==> src/rtl/prbs31_bert_ctrl.sv <==
// prbs31_bert_ctrl
//   Bit-error-rate test sequencer for PRBS31 (x^31 + x^28 + 1). Transmits the
//   pattern and self-synchronises a checker onto the received stream. It then
//   walks SEED -> HUNT -> LOCKED -> DONE and counts compared bits and errors
//   over a programmed test length.
//
// Ports
//   clk        single clock, posedge
//   rst_n      asynchronous reset, active HIGH despite the name
//   start      begin a new test when idle or done (level-sampled)
//   abort      return to IDLE from any state; beats start
//   test_len   LOCKED bits to compare, 0 = run until abort; latched on start
//   inj_err    invert the transmitted bit of this cycle
//   rx_bit     received bit, qualified by rx_valid
//   rx_valid   checker advances only when set
//   tx_bit     PRBS31 output (lfsr[30] ^ inj_err)
//   tx_valid   state != IDLE
//   busy       state is SEED, HUNT or LOCKED
//   locked     state is LOCKED
//   done       state is DONE (level)
//   lost_lock  one-cycle pulse on LOCKED -> HUNT
//   bit_cnt    bits compared while LOCKED (saturating)
//   err_cnt    errors counted while LOCKED (saturating)
//   err_sat    sticky flag: err_cnt reached all-ones
module prbs31_bert_ctrl #(
  parameter int LEN_W  = 24,
  parameter int CNT_W  = 16,
  parameter int LOCK_N = 64,
  parameter int LOSS_N = 8
) (
  input  logic             clk,
  input  logic             rst_n,
  input  logic             start,
  input  logic             abort,
  input  logic [LEN_W-1:0] test_len,
  input  logic             inj_err,
  input  logic             rx_bit,
  input  logic             rx_valid,
  output logic             tx_bit,
  output logic             tx_valid,
  output logic             busy,
  output logic             locked,
  output logic             done,
  output logic             lost_lock,
  output logic [LEN_W-1:0] bit_cnt,
  output logic [CNT_W-1:0] err_cnt,
  output logic             err_sat
);

  typedef enum logic [2:0] {
    S_IDLE   = 3'd0,
    S_SEED   = 3'd1,
    S_HUNT   = 3'd2,
    S_LOCKED = 3'd3,
    S_DONE   = 3'd4
  } state_t;

  state_t           state_q, state_d;
  logic [30:0]      lfsr_q;
  logic [30:0]      hist_q;
  logic [4:0]       seed_cnt_q, seed_cnt_d;
  logic [7:0]       match_cnt_q, match_cnt_d;
  logic [5:0]       win_bits_q, win_bits_d;
  logic [6:0]       win_errs_q, win_errs_d;
  logic [LEN_W-1:0] test_len_q, test_len_d;
  logic [LEN_W-1:0] bit_cnt_q, bit_cnt_d;
  logic [CNT_W-1:0] err_cnt_q, err_cnt_d;
  logic             err_sat_q, err_sat_d;
  logic             lost_q, lost_d;
  logic             tx_valid_q, busy_q, locked_q, done_q;

  logic             pred;
  logic             rx_err;
  logic             start_ok;
  logic [LEN_W-1:0] bit_cnt_inc;
  logic [CNT_W-1:0] err_cnt_inc;
  logic [6:0]       win_errs_inc;
  logic [7:0]       match_inc;

  // Self-synchronising checker: the next bit is predicted from the received
  // history itself, so one flipped bit shows up as three errors.
  assign pred         = hist_q[27] ^ hist_q[30];
  assign rx_err       = rx_bit ^ pred;
  assign start_ok     = start && !abort && (state_q == S_IDLE || state_q == S_DONE);
  assign bit_cnt_inc  = (&bit_cnt_q) ? bit_cnt_q : bit_cnt_q + LEN_W'(1);
  assign err_cnt_inc  = (rx_err && !(&err_cnt_q)) ? err_cnt_q + CNT_W'(1) : err_cnt_q;
  assign win_errs_inc = win_errs_q + {6'd0, rx_err};
  assign match_inc    = match_cnt_q + 8'd1;

  always_comb begin
    state_d     = state_q;
    seed_cnt_d  = seed_cnt_q;
    match_cnt_d = match_cnt_q;
    win_bits_d  = win_bits_q;
    win_errs_d  = win_errs_q;
    test_len_d  = test_len_q;
    bit_cnt_d   = bit_cnt_q;
    err_cnt_d   = err_cnt_q;
    err_sat_d   = err_sat_q;
    lost_d      = 1'b0;

    if (abort) begin
      state_d = S_IDLE;
    end else begin
      case (state_q)
        S_IDLE, S_DONE: begin
          if (start) begin
            state_d     = S_SEED;
            seed_cnt_d  = '0;
            match_cnt_d = '0;
            win_bits_d  = '0;
            win_errs_d  = '0;
            bit_cnt_d   = '0;
            err_cnt_d   = '0;
            err_sat_d   = 1'b0;
            test_len_d  = test_len;
          end
        end
        S_SEED: begin
          // 31 bits fill the history; comparisons are meaningless before that.
          if (rx_valid) begin
            seed_cnt_d = seed_cnt_q + 5'd1;
            if (seed_cnt_q == 5'd30) begin
              state_d = S_HUNT;
            end
          end
        end
        S_HUNT: begin
          if (rx_valid) begin
            if (rx_err) begin
              match_cnt_d = '0;
            end else begin
              match_cnt_d = match_inc;
              if (match_inc == 8'(LOCK_N)) begin
                state_d    = S_LOCKED;
                // Loss window is aligned to the lock point.
                win_bits_d = '0;
                win_errs_d = '0;
              end
            end
          end
        end
        S_LOCKED: begin
          if (rx_valid) begin
            bit_cnt_d  = bit_cnt_inc;
            err_cnt_d  = err_cnt_inc;
            if (&err_cnt_inc) begin
              err_sat_d = 1'b1;
            end
            win_bits_d = win_bits_q + 6'd1;
            // The wrapping bit still counts toward the loss check of its window.
            win_errs_d = (win_bits_q == 6'd63) ? 7'd0 : win_errs_inc;
            if (test_len_q != '0 && bit_cnt_inc == test_len_q) begin
              state_d = S_DONE;
            end else if (win_errs_inc == 7'(LOSS_N)) begin
              state_d     = S_HUNT;
              match_cnt_d = '0;
              lost_d      = 1'b1;
            end
          end
        end
        default: state_d = S_IDLE;
      endcase
    end
  end

  always_ff @(posedge clk or posedge rst_n) begin
    if (rst_n) begin
      state_q     <= S_IDLE;
      lfsr_q      <= 31'd1;
      hist_q      <= '0;
      seed_cnt_q  <= '0;
      match_cnt_q <= '0;
      win_bits_q  <= '0;
      win_errs_q  <= '0;
      test_len_q  <= '0;
      bit_cnt_q   <= '0;
      err_cnt_q   <= '0;
      err_sat_q   <= 1'b0;
      lost_q      <= 1'b0;
      tx_valid_q  <= 1'b0;
      busy_q      <= 1'b0;
      locked_q    <= 1'b0;
      done_q      <= 1'b0;
    end else begin
      state_q     <= state_d;
      seed_cnt_q  <= seed_cnt_d;
      match_cnt_q <= match_cnt_d;
      win_bits_q  <= win_bits_d;
      win_errs_q  <= win_errs_d;
      test_len_q  <= test_len_d;
      bit_cnt_q   <= bit_cnt_d;
      err_cnt_q   <= err_cnt_d;
      err_sat_q   <= err_sat_d;
      lost_q      <= lost_d;
      tx_valid_q  <= (state_d != S_IDLE);
      busy_q      <= (state_d == S_SEED) || (state_d == S_HUNT) || (state_d == S_LOCKED);
      locked_q    <= (state_d == S_LOCKED);
      done_q      <= (state_d == S_DONE);

      if (start_ok) begin
        lfsr_q <= 31'd1;
      end else if (state_q != S_IDLE) begin
        lfsr_q <= {lfsr_q[29:0], lfsr_q[27] ^ lfsr_q[30]};
      end

      if (rx_valid) begin
        hist_q <= {hist_q[29:0], rx_bit};
      end
    end
  end

  assign tx_bit    = lfsr_q[30] ^ inj_err;
  assign tx_valid  = tx_valid_q;
  assign busy      = busy_q;
  assign locked    = locked_q;
  assign done      = done_q;
  assign lost_lock = lost_q;
  assign bit_cnt   = bit_cnt_q;
  assign err_cnt   = err_cnt_q;
  assign err_sat   = err_sat_q;

endmodule

==> config.mk <==
export PLATFORM = sky130hd
export DESIGN_NAME = prbs31_bert_ctrl
export DESIGN_NICKNAME = d
export VERILOG_FILES = /design/src/rtl/prbs31_bert_ctrl.sv
export SDC_FILE = /design/constraint.sdc
export NUM_CORES = 1
export LEC_CHECK = 0
export ABC_AREA = 1
export BUFFER_PORTS_ARGS = -buffer_cell sky130_fd_sc_hd__buf_2
export CELL_PAD_IN_SITES_DETAIL_PLACEMENT = 1
export CELL_PAD_IN_SITES_GLOBAL_PLACEMENT = 1
export CORE_MARGIN = 1
export CORE_UTILIZATION = 40
export DETAILED_ROUTE_END_ITERATION = 6
export GPL_ROUTABILITY_DRIVEN = 0
export HOLD_SLACK_MARGIN = 0.1
export PLACE_DENSITY_LB_ADDON = 0.1
export SLEW_MARGIN = 20
export SYNTH_ARGS = -nofsm -noshare
export SYNTH_HDL_FRONTEND = slang
export SYNTH_SLANG_ARGS = --single-unit
==> constraint.sdc <==
create_clock -name clk -period 6.69 [get_ports clk]
set_input_delay 2.007 -clock clk [delete_from_list [all_inputs] [get_ports clk]]
set_output_delay 2.007 -clock clk [all_outputs]
set_load 0.05 [all_outputs]
## After elaboration in Yosys (flattened, before gate mapping)

Index checks and enable logic that the tools add are counted.

| cells by class | value |
|---|---|
| add/sub/neg operators | 6 |
| equality and inequality tests | 22 |
| multiplexer cells | 53 |
| bitwise logic cells | 5 |
| reduce and logical (&&, ||, !) cells | 27 |

Operators with widths:

| kind | count |
|---|---|
| $mux W24 | 3 |
| $mux W31 | 2 |
| $mux W16 | 3 |
| $mux W8 | 6 |
| $pmux W24 S2 | 1 |
| $mux W7 | 6 |
| $pmux W16 S2 | 1 |
| $reduce_and A16 Y1 | 2 |
| $mux W3 | 10 |
| $mux W6 | 5 |
| $add A24 B1 Y24 const B | 1 |
| $eq A24 B24 Y1 | 1 |
| $pmux W8 S3 | 1 |
| $reduce_and A24 Y1 | 1 |
| $reduce_bool A24 Y1 | 1 |
| $pmux W7 S3 | 1 |
| $ne A2 B2 Y1 const B | 9 |
| $pmux W6 S3 | 1 |
| $add A16 B1 Y16 const B | 1 |
| $reduce_and A7 Y1 | 2 |
| $eq A3 B2 Y1 const B | 4 |
| $pmux W3 S4 | 1 |
| $mux W5 | 2 |
| $pmux W5 S2 | 1 |
| other kinds (24) | 47 |

| storage, ports and cells | value |
|---|---|
| flip-flop bits (word level) | 161 |
| bits of input ports | 31 |
| logic and storage cells | 129 |

## Depth between registers and ports, before layout

Gate-level depths: netlist of run 1.

| logic depth | value |
|---|---|
| depth in word-level cells | 12 |
| depth in mapped cells | 22 |

## Least setup slack after synthesis of run 1

No wires, ideal clock.

| path | value |
|---|---|
| path kind | input -> output |
| from | in inj_err |
| to | out tx_bit |
| arrival time | 2.756 ns |
| path slack | 1.927 ns |
| stages | 1 |
| cells stage by stage | xor2_1 |

| between the ends | value |
|---|---|
| word-level cells in the longest chain between the ends | 1 |

Ends and longest elaborated chain:

| item | RTL line | source |
|---|---|---|
| from (decl) | 36 | `input logic inj_err,` |
| $xor A1 B1 Y1 | 213 | `assign tx_bit = lfsr_q[30] ^ inj_err;` |
| to (decl) | 39 | `output logic tx_bit,` |

No other way between the ends.

## Worst setup path in the final report of run 1

| path | value |
|---|---|
| from | in rx_valid |
| to | reg win_bits_q[5] |

| between the ends | value |
|---|---|
| word-level cells in the longest chain between the ends | 2 |

Ends and longest elaborated chain:

| item | RTL line | source |
|---|---|---|
| from (decl) | 38 | `input logic rx_valid,` |
| $ne A2 B2 Y1 (no line) | n/a |  |
| $reduce_and A7 Y1 (no line) (*) | n/a |  |
| to (signal assigned) | 189 | `win_bits_q <= win_bits_d;` |
| to (decl) | 63 | `logic [5:0] win_bits_q, win_bits_d;` |

Every way passes the cells marked *; elsewhere a longest branch is shown, timed or not.
A chain may end at the register's enable or synchronous reset.

==> results of run 1 <==
-- layout make-up --
cell class                      instances  area, sq um
Tap cell                              270          338
Timing Repair Buffer                   83          430
Inverter                              121          459
Clock buffer                           17          425
Sequential cell                       161         4030
Clock inverter                         15          193
Fill cell                            2584        10700
Multi-Input combinational cell        790         3690
-- worst max-delay path, delay by kind of cell --
kind                   cells  cell delay, ns
buffers and inverters      5            1.31
AOI/OAI and AO/OA          2            0.36
and+or+nand+nor            6            1.70
-- sequential cells by signal, indices dropped and copies added (netlist names) --
signal and flops:
bit_cnt 24, busy 1, done 1, err_cnt 16
err_sat 1, hist_q 31, lfsr_q 31, locked 1
lost_lock 1, match_cnt_q 8, seed_cnt_q 5, state_q 3
test_len_q 24, tx_valid 1, win_bits_q 6, win_errs_q 7
-- kinds of logic after synthesis --
group,Yosys count,share of synthesized area
AO/OA/AOI/OAI,135,0.0866
XOR/XNOR,35,0.0368
AND/OR/NAND/NOR,612,0.308
adder cells (fa/ha/maj),8,0.0120
buffers and inverters,154,0.0725
flip-flops,161,0.484
-- metal layers --
metal / global-route usage / share of wire
met5: 0 / 0.00034
met4: 0.0891 / 0.027
met3: 0.0363 / 0.026
met2: 0.374 / 0.47
met1: 0.315 / 0.48
-- final timing paths --
| kind | end | slack (ns) |
|---|---|---|
| worst max register to register | tx_valid | 3.13 |
| min in group asynchronous | lfsr_q[4] | 1.68 |
| worst max-delay path | win_bits_q[5] | 1.59 |
| worst min-delay path | lfsr_q[20] | 0.47 |
| worst min register to register | lfsr_q[20] | 0.47 |
| max in group asynchronous | err_cnt[5] | 3.87 |
-- stage by stage --
stage / hold WS [ns] / power [uW] / setup WS (ns) / cells / utilization
2_1_floorplan: 0.437 / 1330 / 0.336 / 1105 / -
3_3_place_gp: 0.451 / 1410 / 1.20 / 1425 / 0.441
3_5_place_dp: 0.459 / 1420 / 1.08 / 1425 / 0.441
4_1_cts: 0.478 / 2460 / 1.55 / 1457 / 0.471
5_1_grt: 0.501 / 2550 / 1.21 / 1457 / 0.471
6_report: 0.473 / 2430 / 1.59 / 1457 / 0.471
-- power by group through the flow --
stage          logic, uW  registers (uW)  clock network (uW)
2_1_floorplan        197            1140                   0
5_1_grt              315            1140                1090
3_5_place_dp         276            1150                   0
4_1_cts              279            1130                1050
6_report             272            1130                1030
3_3_place_gp         267            1150                   0
-- cell usage after synthesis, types with 4 or more instances --
library cell	n
xnor2_1	5
ha_1	8
o22ai_1	19
a21oi_1	7
nand2_2	6
inv_2	4
dfrtp_1	160
xor2_1	30
nor4_1	6
nand2_1	347
nand3_1	68
clkbuf_1	28
o21ai_1	9
nand4_1	21
nor2_1	129
inv_1	115
nor3_1	20
o21ai_0	93
==> Flow_metrics.wiki, run 1 <==
{| class="wikitable"
! Metric !! Value
|-
| Net load switching power || 705 uW
|-
| Ranking of synthesized cells by area || dfrtp_1 (48%), nand2_1 (16%), nor2_1 (5.8%)
|-
| Final slew viol count || 0
|-
| Worst setup path start || rx_valid
|-
| Via density per instance || 5.06
|-
| Number of nets with antenna violations after detailed routing || 0
|-
| Register bit count reported by yosys || 161
|-
| Peak supply drop || 192 uV
|-
| Via count of the first global-routing pass || 7,640
|-
| Gr usage total || 0.232
|-
| Clock insertion delay at the later pin of the skew report || 0.44 ns
|-
| Root buffer cell || clkbuf_16
|-
| Max stage delay on crit path || 0.79 ns
|-
| Count of flip-flops with a built-in enable after synthesis || 0
|-
| Post-DP HPWL || 16,900 um
|-
| FMAX || 196 MHz
|-
| Highest fanout seen on the critical path || 35
|-
| # clock sinks || 161
|-
| WL per Instance || 16.2 um
|-
| Hold Crit Start || lfsr_q[20]
|-
| Sequential fraction of design power || 0.465
|-
| Yosys warnings || 0
|-
| Clock transition at path regs || 0.07 ns
|-
| Critical path launch point type || primary input
|-
| I/O pin total || 78
|-
| Number of hold buffers added after CTS || 0
|-
| Kind of capture point of the worst setup path || flop
|-
| Post-detailed-route DRC marker count || 0
|-
| Initial standard-cell utilization of the core || 0.410
|-
| Worst hold path type || reg -> reg
|-
| Total die area || 21,400 sq um
|-
| Endpoint arrival time on the critical path || 5.42 ns
|-
| Synthesized net count || 1,144
|-
| Share of post-route cells with drive strength above 1 || 0.119
|-
| Post-Syn Area || 8320 sq um
|-
| CTS H-Tree Depth || 4
|-
| Final setup violation count || 0
|-
| Number of buffers on the longest clock path || 2
|-
| Max-capacitance violation count || 0
|-
| Share of synthesized registers carrying an async set or reset || 1.00
|-
| Number of detailed-route iterations in the first pass || 5
|-
| Setup Crit Path Kind || in -> reg
|-
| Final Skew || 0.0108 ns
|-
| Final Instance Area || 9570 sq um
|-
| Most common cell after layout, fill and taps aside || nand2_1
|-
| Post-synthesis cell type count || 33
|-
| Number of rows created at floorplan || 52
|-
| RSZ-0062 raised after global routing || no
|-
| Fin crit share || 0.762
|-
| Worst Reg2Reg Path Length in Cells || 20
|-
| Number of buffers added on ports || 77
|-
| Total cell area at the placement stage || 8950 sq um
|-
| Wire length of the first global-routing pass || 39,500 um
|-
| Placeable core area || 20,300 sq um
|-
| Horizontal die dimension || 146 um
|-
| Die span in y || 146 um
|-
| Worst Max-Slew Pin Slew || 1.01 ns
|-
| Relative slew slack || 0.322
|-
| Final Routed Wirelength || 23,700 um
|-
| Number of buffers inserted to repair setup after CTS || 0
|-
| Combinational share of power || 0.112
|-
| Post-synthesis average cell area || 7.53 sq um
|-
| Cell type contributing the most total cell area after synthesis || dfrtp_1
|-
| Total internal power || 1730 uW
|-
| Fin nets || 1,213
|-
| Switching fraction of total power || 0.290
|-
| Setup TNS after final layout || 0 ns
|-
| CP max stage cell || nor2_1
|-
| Initial DRC count || 340
|-
| Total CTS buffers || 17
|-
| Gate count after technology mapping || 1,105
|-
| Sequential-to-total area share from yosys stat || 0.484
|-
| Data required time at the worst endpoint || 7.01 ns
|-
| Most used cells in the layout excluding fill and tap cells || nand2_1 (347), dfrtp_1 (160), nor2_1 (128), inv_1 (113), o21ai_0 (93)
|-
| Power density cells || 254 nW/um^2
|-
| Count of vias placed by the detailed router || 7,377
|-
| FF-to-FF Start || bit_cnt[0]
|-
| Area Growth Syn to Fin || 15.0%
|-
| Final Critical Period || 5.10 ns
|-
| Total overflow reported by the global router || 0
|-
| Static Leakage || 0.00473 uW
|-
| Antenna violations before repair || 1
|-
| Hold Vio Cnt, Final || 0
|-
| Number of gates given a new drive strength after cts || 0
|-
| Status || finished, final reports clean
|-
| Fraction of power consumed by the clock network || 0.423
|-
| Most used flip-flop cell after synthesis || dfrtp_1
|-
| Count of inserted antenna diode cells || 0
|-
| TritonCTS clock tree || done
|-
| Hold depth || 2
|-
| Top-area cell type share of the netlist area || 0.481
|-
| Pin count of the biggest net entering global routing || 78
|-
| Cell Chain, Critical Path || buf_2, inv_2, nor3_1, inv_1, nor2_1, buf_4, nor2_1, o21ai_1, nand2_1, inv_2, nand2_1, o21ai_1, nor3b_1
|}
Power figures use the tool's default switching activity.
==> inputs of run 2 (changes only) <==
==> constraint.sdc (replaced) <==
create_clock -name clk -period 4.5 [get_ports clk]
set_input_delay 1.35 -clock clk [delete_from_list [all_inputs] [get_ports clk]]
set_output_delay 1.35 -clock clk [all_outputs]
set_load 0.05 [all_outputs]
==> run 2 against run 1 <==
  * Power is 49% higher
  * Flip-flop and latch count did not move
  * Final area is 0.82% higher
  * Die area is the same
  * Count of clock-buffer cells in the layout is the same
  * Via count up 0.77%
  * Cell count up 0.55%
  * Global-route usage decreased by 0.12 points
  * Sequential share of layout area is 0.34 points lower
  * Sequential power rose by 49%
  * Largest cell class unchanged
  * Largest power group unchanged
==> Flow_metrics.wiki, run 2 (same netlist as run 1, synthesis figures left out) <==
{| class="wikitable"
! Metric !! Value
|-
| Status || finished, final reports clean
|-
| Pin count of the biggest net entering global routing || 63 (-19%)
|-
| Endpoint arrival time on the critical path || 3.60 ns (-1.82 ns)
|-
| Number of rows created at floorplan || 52 (unchanged)
|-
| Fin crit share || 0.732
|-
| Setup TNS after final layout || 0 ns (unchanged)
|-
| Clock transition at path regs || 0.07 ns (about the same)
|-
| Number of hold buffers added after CTS || 0 (unchanged)
|-
| Worst hold path type || reg -> reg
|-
| Area Growth Syn to Fin || 15.9%
|-
| CTS H-Tree Depth || 4 (unchanged)
|-
| I/O pin total || 78 (unchanged)
|-
| Number of gates given a new drive strength after cts || 0 (unchanged)
|-
| Final std cells w/o fill || 1,465 (+0.55%)
|-
| Fraction of power consumed by the clock network || 0.424 (about the same)
|-
| Final slew viol count || 0 (unchanged)
|-
| Worst setup path start || bit_cnt[0]
|-
| Number of nets with antenna violations after detailed routing || 0 (unchanged)
|-
| Count of vias placed by the detailed router || 7,434 (+0.77%)
|-
| RSZ-0062 raised after global routing || no
|-
| Fin nets || 1,220 (+0.58%)
|-
| Final setup violation count || 0 (unchanged)
|-
| Total internal power || 2630 uW (+52%)
|-
| Wire length of the first global-routing pass || 39,200 um (-0.70%)
|-
| Worst Reg2Reg Path Length in Cells || 20 (unchanged)
|-
| Hold Vio Cnt, Final || 0 (unchanged)
|-
| Die span in y || 146 um (unchanged)
|-
| Peak supply drop || 266 uV (+38%)
|-
| Hold depth || 2 (unchanged)
|-
| Worst-case register-to-register setup slack || 1.20 ns (-1.93 ns)
|-
| Root buffer cell || clkbuf_16
|-
| Static Leakage || 0.00478 uW (+1.1%)
|-
| Gr usage total || 0.231 (-0.00119)
|-
| Combinational share of power || 0.112 (about the same)
|-
| Post-detailed-route DRC marker count || 0 (unchanged)
|-
| Antenna violations before repair || 1 (unchanged)
|-
| Sequential fraction of design power || 0.464 (about the same)
|-
| Total cell area at the placement stage || 9030 sq um (+0.85%)
|-
| Initial DRC count || 316 (-7.1%)
|-
| Number of detailed-route iterations in the first pass || 5 (unchanged)
|-
| Setup Crit Path Kind || reg -> reg
|-
| Total CTS buffers || 17 (unchanged)
|-
| Registers with the most flip-flops || hist_q (31), lfsr_q (31)
|-
| Most used cells in the layout excluding fill and tap cells || nand2_1 (347), dfrtp_1 (160), nor2_1 (128), inv_1 (114), o21ai_0 (93)
|-
| WL per Instance || 16.0 um (-1.6%)
|-
| Fin util || 0.475 (+0.00388)
|-
| Via density per instance || 5.07 (+0.22%)
|-
| TritonCTS clock tree || done
|-
| Initial standard-cell utilization of the core || 0.410 (unchanged)
|-
| FF-to-FF Start || bit_cnt[0]
|-
| FMAX || 303 MHz
|-
| Switching fraction of total power || 0.277 (-0.0125)
|-
| Fillers || 2,596 (+0.46%)
|-
| Final Routed Wirelength || 23,400 um (-1.0%)
|-
| Critical path launch point type || flop
|-
| Number of buffers on the longest clock path || 2 (unchanged)
|-
| Final Instance Area || 9650 sq um (+0.82%)
|-
| Placeable core area || 20,300 sq um (unchanged)
|-
| Most common cell after layout, fill and taps aside || nand2_1
|-
| Power density cells || 377 nW/um^2 (+48%)
|-
| Hold Crit Start || hist_q[9]
|-
| # clock sinks || 161 (unchanged)
|-
| Max-capacitance violation count || 0 (unchanged)
|-
| Instance count after placement with tap cells included || 1,432 (+0.49%)
|-
| Share of post-route cells with drive strength above 1 || 0.123 (+0.00433)
|-
| Total overflow reported by the global router || 0 (unchanged)
|-
| Final Skew || 0.0117 ns (+0.000911 ns)
|-
| Via count of the first global-routing pass || 7,634 (-0.079%)
|-
| Data required time at the worst endpoint || 4.81 ns (-2.20 ns)
|-
| Total die area || 21,400 sq um (unchanged)
|-
| Number of buffers inserted to repair setup after CTS || 0 (unchanged)
|-
| Post-DP HPWL || 17,300 um (+2.5%)
|-
| Number of buffers added on ports || 77 (unchanged)
|-
| Final Critical Period || 3.30 ns
|-
| Worst Max-Slew Pin Slew || 0.916 ns (-0.0966 ns)
|-
| Net load switching power || 1010 uW (+43%)
|-
| Endpoint with the worst hold slack || hist_q[9]
|-
| Horizontal die dimension || 146 um (unchanged)
|-
| Kind of capture point of the worst setup path || flop
|-
| Highest fanout seen on the critical path || 30 (-14%)
|-
| Clock insertion delay at the later pin of the skew report || 0.43 ns (about the same)
|-
| Relative slew slack || 0.388 (+0.0662)
|-
| Reg2Reg Capture Point || tx_valid
|}
==> run 2: cell count changes in the layout (fill, tap and decap cells not counted), sizes merged <==
cell,previous run,this run
clkinvlp,2,1
bufinv,2,3
clkinv,6,5
buf,83,90
diode,0,1
inv,126,127
==> run 2: final cells by class <==
type,count,area [sq um],share of cell area
clock buffer,17,425,0.0441
inverter,121,458,0.0475
sequential,161,4030,0.418
tap,270,338,0.0350
multi-input combinational,790,3690,0.383
clock inverter,15,193,0.0200
antenna,1,2.50,0.000259
timing repair buffer,90,508,0.0527
==> run 2: power groups by stage <==
stage	sequential [uW]	clock (uW)	combinational, uW
6_report	1680	1540	407
5_1_grt	1700	1630	473
4_1_cts	1690	1590	417
3_5_place_dp	1710	0	416
3_3_place_gp	1710	0	405
2_1_floorplan	1690	0	293
==> run 2: how the worst max path moves through the flow <==
| stage | to | slack [ns] |
|---|---|---|
| 6_report | tx_valid | 1.20 |
| 5_1_grt | tx_valid | 0.88 |
| 4_1_cts | tx_valid | 1.20 |
| 3_5_place_dp | tx_valid | 0.79 |
| 3_3_place_gp | tx_valid | 0.93 |
| 2_1_floorplan | tx_bit | 1.05 |
==> run 2: through the flow <==
stage	power [uW]	hold slack, ns	setup slack [ns]
after global routing	3810	0.495	0.877
after floorplan	1980	0.437	1.05
final	3630	0.472	1.20
after global placement	2110	0.454	0.933
after CTS	3690	0.475	1.20
after detailed placement	2130	0.459	0.789
==> run 2: critical path, stage by stage (launching register included) <==
cell and delay (ns):
dfrtp_1 0.48, ha_1 0.25, inv_1 0.11, nor2_4 0.19, nand2_4 0.09, nor2_4 0.15, nand2_2 0.37, nand2_1 0.20
nand3_1 0.08, nand2_1 0.08, nand2_1 0.06, nor2_1 0.11, nand2_1 0.08, nor2_1 0.16, nand2_1 0.13, nor2_1 0.18
nand2_1 0.10, nand2_1 0.07, nand2_1 0.05, nand2_1 0.12, nand3_1 0.09
==> run 2: routing by layer <==
layer  wire length, um  up-vias  GRT usage  share of wire
met5                 0        -          0              0
met4               352        0     0.0521          0.015
met3               678       22     0.0369          0.029
met2             11400       92      0.395           0.49
met1             11000     3638      0.308           0.47
li1                  -     3682          -              -
